==> src/rtl/param_datamemory.sv <==
// param_datamemory: parametrised single-port data memory with per-byte write
// enables, a registered one-cycle read/write result path and a reset-time
// clear sequence that zeroes every word before the block reports ready.
module param_datamemory #(
  parameter int unsigned WIDTH      = 32,
  parameter int unsigned DEPTH      = 128,
  parameter int unsigned ADDR_WIDTH = 7
) (
  input  logic                    clk,
  input  logic                    reset,
  input  logic                    req,
  input  logic                    writeEnable,
  input  logic [WIDTH/8-1:0]      byteEnable,
  input  logic [ADDR_WIDTH-1:0]   address,
  input  logic [WIDTH-1:0]        dataIn,
  output logic                    ready,
  output logic [WIDTH-1:0]        dataOut,
  output logic                    dataValid,
  output logic                    addrError
);

  localparam int unsigned BYTES = WIDTH / 8;

  // Elaboration-time parameter sanity checks.
  if ((WIDTH % 8) != 0 || WIDTH == 0) begin : g_width_check
    $error("param_datamemory: WIDTH must be a non-zero multiple of 8");
  end
  if (DEPTH == 0 || (64'(1) << ADDR_WIDTH) < 64'(DEPTH)) begin : g_depth_check
    $error("param_datamemory: 2**ADDR_WIDTH must cover DEPTH");
  end

  typedef enum logic {
    CLEAR = 1'b0,
    RUN   = 1'b1
  } state_t;

  state_t                  state;
  state_t                  next_state;
  logic [ADDR_WIDTH-1:0]   counter;
  logic                    clear_last;
  logic                    accept;
  logic                    in_range;
  logic                    do_write;
  logic [WIDTH-1:0]        rd_word;
  logic [WIDTH-1:0]        merged;
  logic [WIDTH-1:0]        mem [DEPTH];

  assign clear_last = (32'(counter) == DEPTH - 1);
  assign in_range   = (32'(address) < DEPTH);
  assign accept     = req && ready;
  assign do_write   = accept && writeEnable && in_range;

  // State register; reset always restarts the clear sequence.
  always_ff @(posedge clk) begin
    if (reset) begin
      state <= CLEAR;
    end else begin
      state <= next_state;
    end
  end

  // Next-state and handshake: ready only once every word has been zeroed.
  always_comb begin
    next_state = state;
    ready      = 1'b0;
    unique case (state)
      CLEAR: begin
        if (clear_last) begin
          next_state = RUN;
        end
      end
      RUN: begin
        ready = 1'b1;
      end
      default: begin
        next_state = CLEAR;
      end
    endcase
  end

  // Clear-sequence word counter.
  always_ff @(posedge clk) begin
    if (reset) begin
      counter <= '0;
    end else if (state == CLEAR) begin
      counter <= clear_last ? '0 : counter + 1'b1;
    end
  end

  // Write-first merge: lanes with byteEnable set come from dataIn, the rest
  // from the current word; reads simply see the unmerged word.
  always_comb begin
    rd_word = mem[address];
    merged  = rd_word;
    for (int unsigned b = 0; b < BYTES; b++) begin
      if (byteEnable[b]) begin
        merged[8*b +: 8] = dataIn[8*b +: 8];
      end
    end
  end

  // Storage array: zeroed word-by-word during CLEAR, merged writes in RUN.
  always_ff @(posedge clk) begin
    if (!reset) begin
      if (state == CLEAR) begin
        mem[counter] <= '0;
      end else if (do_write) begin
        mem[address] <= merged;
      end
    end
  end

  // Registered result path: one dataValid per accepted access, data held
  // between accesses, out-of-range accesses return zero with addrError.
  always_ff @(posedge clk) begin
    if (reset) begin
      dataValid <= 1'b0;
      addrError <= 1'b0;
      dataOut   <= '0;
    end else if (accept) begin
      dataValid <= 1'b1;
      addrError <= !in_range;
      if (!in_range) begin
        dataOut <= '0;
      end else if (writeEnable) begin
        dataOut <= merged;
      end else begin
        dataOut <= rd_word;
      end
    end else begin
      dataValid <= 1'b0;
      addrError <= 1'b0;
    end
  end

endmodule

==> config.mk <==
export PLATFORM = sky130hd
export DESIGN_NAME = param_datamemory
export DESIGN_NICKNAME = d
export VERILOG_FILES = /design/src/rtl/param_datamemory.sv
export SDC_FILE = /design/constraint.sdc
export NUM_CORES = 2
export LEC_CHECK = 0
export CAP_MARGIN = 5
export CORE_UTILIZATION = 42
export CTS_BUF_LIST = sky130_fd_sc_hd__clkbuf_8
export CTS_CLUSTER_DIAMETER = 120
export DETAILED_ROUTE_END_ITERATION = 7
export PLACE_DENSITY = 0.58
export SYNTH_ARGS = -nofsm -noshare
export SYNTH_HDL_FRONTEND = slang
export SYNTH_SLANG_ARGS = --single-unit
==> constraint.sdc <==
create_clock -name clk -period 4.9 [get_ports clk]
set_clock_uncertainty 0.05 [all_clocks]
set_input_delay 0.98 -clock clk [delete_from_list [all_inputs] [get_ports clk]]
set_output_delay 0.98 -clock clk [all_outputs]
set_load 0.01 [all_outputs]
======== Yosys cells after proc, flatten, opt, wreduce, memory -nomap -nowiden ========
Memories as Yosys holds them, arrays and structs flattened.
Cells that the tools add are included.
operators by class
  $add $sub $neg .......................... 1
  $mul .................................... 0
  div/mod/pow operators ................... 0
  magnitude comparators ................... 0
  equality and inequality tests ........... 1
  shifts and indexed selects .............. 0
  mux-type cells .......................... 20
  bitwise operators ....................... 0
  reductions and logical operators ........ 3
operator list
  kind                                          number
  2-to-1 mux 32 bit                             2
  2-to-1 mux 8 bit                              4
  OR reduction 32 bit                           1
  2-to-1 mux 7 bit                              2
  2-to-1 mux 1 bit                              12
  adder 7 x 1 -> 7 bit (second input constant)  1
  == test 7 bit (second input constant)         1
  logical AND 1 bit                             2
word-level totals
  bits in registers ....................... 41
  bits in latches ......................... 0
  memory bits (writable) .................. 4096
  memory bits (read-only) ................. 0
  output and inout port bits .............. 35
  memories ................................ 1
memory list
  memory  words  width  read ports  clocked after memory_dff  wr ports  line  source
  mem     128    32     1           0                         1         46    logic [WIDTH-1:0] mem [DEPTH];

======== Longest topological paths before layout ========
  word-level depth ........................ 9
  gate-level depth with buffers ........... 12
  depth with buffers taken out ............ 7

======== Worst setup path before layout ========
No wires, ideal clock.
  kind .................................... input to register
  from .................................... input port address[1]
  to ...................................... memory mem[0][15], data pin
  arrival ................................. 4162 ps
  data required time ...................... 4318 ps
  setup slack ............................. 155 ps
  stages on the path ...................... 11
  path through ............................ buf_6 > or3_1 > buf_2 > buf_6 > buf_6 > o22ai_1 > a211oi_1 > nand2_1 > nand2_1 > nor4_2 > a22o_1
on the way
  word-level cells in the longest chain between the ends .. 3
ends and longest elaborated chain
  element                      line  source
  start, declared              14    input logic [ADDR_WIDTH-1:0] address,
  memory read (128 x 32 bit)   n/a
  2-to-1 mux 8 bit             96    if (byteEnable[b]) begin
  2-to-1 mux 32 bit (no line)  n/a
  end, declared                46
Every way passes these cells.

======== Worst setup path in the final report ========
  from .................................... input port address[4]
  to ...................................... memory mem[23][30], data pin
The elaborated chain is that of the path after synthesis.

==> impl_metrics.py <==
metrics = {
    "critical_path": {
        "crit_fanout": 56,
        "worst-path-buf-inv": 6,
        "critPathTopFamily": "buffers and inverters",
        "slowest_delay_ns": 0.56,
        "worstSetupEndpointType": "flip-flop",
        "path_class": "primary input to flip-flop",
        "cp_cell_sequence": "clkdlybuf4s50_1 -> buf_4 -> nor2b_4 -> buf_12 -> buf_12 -> a22oi_1 -> nand2_1 -> nand2_1 -> buf_4 -> nor4_2 -> a22o_4 -> buf_12",
        "path_common_cell": "buf_12",
        "critPathLaunchType": "primary input",
        "worstPathRequired_ns": 5.79,
        "cpMaxStageDelayCell": "clkdlybuf4s50_1",
        "cp_data_arrival_time_ns": 4.70,
    },
    "logic_synthesis": {
        "synth-seq-cells": 4137,
        "synth_area_um2": 158000,
        "ys.flop_type": "edfxtp_1",
        "synth_cell_types": 45,
        "synthDominantCellAreaShare": 0.779,
        "synthTopCellsByArea": "edfxtp_1, mux4_2, mux2i_1, a22oi_1, a211oi_1",
        "yosysWarnings": 0,
        "synth_most_common_cell": "edfxtp_1",
        "synth_top_cells_by_count": "edfxtp_1, mux4_2, mux2i_1, nand2_1, a22oi_1",
        "yosysSeqAreaShare": 0.784,
        "syn_nets": 7436,
        "syn_avg_cell_area_um2": 21.4,
        "ys_async_sr_fraction": 0,
        "synthCells": 7388,
        "yosys.area.top_type": "edfxtp_1",
        "synth_edf_count": 4096,
    },
    "drt": {
        "ant_nets": 0,
        "drt-total-wl_um": 464000,
        "drtIter0Drc": 10366,
        "drt-vias-per-instance": 5.94,
        "drcViolationCount": 0,
        "wl_per_cell_um": 33.7,
        "first_pass_iters": 8,
        "dr_total_vias": 81751,
    },
    "placed_design": {
        "dp_hpwl_um": 274000,
        "gp_congestion": 0.903,
        "numPortBuffers": 80,
        "placed_cells": 12601,
    },
    "clocking": {
        "clock-root-buffer": "clkbuf_8",
        "cts_resized": 0,
        "clk_pin_slew_ns": 0.06,
        "postCtsHoldBufs": 0,
        "cts_tree": "done",
        "cts_sinks": 4137,
        "htreeDepth": 6,
        "worst_skew_pair.late_latency_ns": 1.20,
        "cts_inserted_buffers": 654,
        "postCtsSetupBuffers": 0,
        "clock_path_buffers": 4,
    },
    "grt": {
        "grtUsageMet3": 0.0493,
        "use_met1": 0.334,
        "overflow": 0,
        "grt_max_degree": 97,
        "grtUsageTotal": 0.242,
        "grt_pass1_vias": 82313,
        "antenna_found_initial": 17,
        "use_met2": 0.380,
        "grt_first_pass_wirelength_um": 644000,
        "busiest_layer": "met2",
    },
    "timing": {
        "hold_viol_final": 0,
        "finalSetupViolations": 0,
        "rsz0062_at_grt": "false",
        "relSlewSlack": 0.325,
        "timing.fmax_ghz": 0.262,
        "post-route-period-util": 0.779,
        "drv_slew": 0,
        "layout_min_cycle_time_ns": 3.82,
        "tightest_slew_ns": 1.01,
    },
    "final_layout": {
        "finalNonFillerCells": 13763,
        "drive_gt1_frac": 0.270,
        "syn2layout_area_growth_pct": 16.3,
        "nNetsFinal": 8333,
    },
    "die": {
        "pin_count": 82,
        "die_area_um2": 378000,
        "initial_core_util": 0.423,
        "dieHeight_um": 615,
        "die_w_um": 615,
        "placement_rows": 224,
        "core_um2": 373000,
    },
    "pwr": {
        "p_int_mw": 52.3,
        "irDropWorstVdd_mv": 0.280,
        "seqPwrFrac": 0.568,
        "p_total_mw": 67.5,
        "combinationalPowerShare": 0.036,
        "power.density_nw_per_um2": 368,
        "pwr-share-clk": 0.396,
        "p_leak_nw": 68.0,
        "swShare": 0.226,
        "p_sw_mw": 15.2,
    },
    "run_status": {
        "status": "finished clean",
    },
    "flow_run": {
        "cap_viol_max_count": 0,
    },
    "hold_path": {
        "hold_path.class": "flip-flop to flip-flop",
    },
}
[final timing paths]
| kind | depth (start not counted) | startpoint | slack (ns) | end |
|---|---|---|---|---|
| max reg2reg | 7 | state | 1.39 | mem[73][24] |
| min reg2reg | 2 | dataOut[15] | 0.54 | dataOut[15] |
| max | 12 | address[4] | 1.08 | mem[23][30] |
| min | 2 | dataOut[15] | 0.54 | dataOut[15] |
[logic make-up (layout without fill, tap and decap cells)]
logic type | count (synthesis) | after routing | synth area share
AND/OR/NAND/NOR | 653 | 653 | 0.0183
multiplexers | 1282 | 1282 | 0.142
buffers and inverters | 433 | 1832 | 0.0145
XOR/XNOR | 4 | 4 | 0.000222
AO/OA/AOI/OAI | 877 | 877 | 0.0403
other | 1 | 5 | 0.0000238
flip-flops | 4137 | 4137 | 0.784
adder cells (fa/ha/maj) | 1 | 1 | 0.0000792
[cell type report]
cell class,count,area [um2]
timing repair buffer,674,8870
tap,4972,6220
antenna,4,10.0
multi-input combinational,2818,33100
clock buffer,669,9210
fill,30067,189000
clock inverter,489,2460
sequential,4137,124000
[worst register-to-register path, cell delays in order (launching register included)]
cell and delay [ns]:
dfxtp_1 0.42, and3b_2 0.35, nand2_2 0.31, o21ai_0 0.53, and2_1 0.22, nand2_1 0.43, nor2_4 0.22, buf_4 0.52
[placed cells by master (no fill, tap or decap), types with 5 or more instances in the layout]
cell type	n
edfxtp_1	4096
mux4_2	768
clkbuf_8	669
mux2i_1	513
nand2_1	423
buf_4	307
buf_12	287
a22oi_1	257
o22ai_1	256
a211oi_1	256
inv_1	223
clkinv_1	144
nor2_4	128
clkdlybuf4s50_1	78
clkinv_2	62
dfxtp_1	41
nor4_2	32
a22o_4	32
a22o_1	32
a31o_1	32
inv_8	14
nor2_1	13
clkinvlp_4	13
nand3b_1	12
inv_6	12
clkinv_8	9
nand3_2	7
nand3_1	7
bufinv_16	6
inv_12	5
[layer usage]
layer  vias up  wire length, um
met5         -              324
met4         6            20100
met3       761            42400
met2      4114           216000
met1     43850           185000
li1      33020                -
[through the flow]
stage                util  instance area [um2]  worst slack, ns  setup TNS (ns)  hold WS (ns)
finish              0.492               184000             1.08               0         0.538
detailed placement  0.461               172000          -0.0719           -6.29         0.502
global placement    0.461               172000           -0.707         -504.30         0.491
global route        0.492               184000             1.13               0         0.517
floorplan               -               158000            0.155               0         0.498
CTS                 0.492               184000             1.10               0         0.431
[flip-flops by register name, indices dropped and copies added, names as in the netlist]
name	flops
counter	7
mem	4096
dataValid	1
dataOut	32
state	1
[power groups by stage]
stage               clock network [mW]  logic [mW]  registers, mW
floorplan                            0        1.27           39.1
global placement                     0        2.41           39.1
detailed placement                   0        2.41           39.1
CTS                               27.2        2.42           38.4
global route                      28.7        2.49           38.3
finish                            26.8        2.41           38.4
Note: power is estimated with default switching activity, not from simulation.
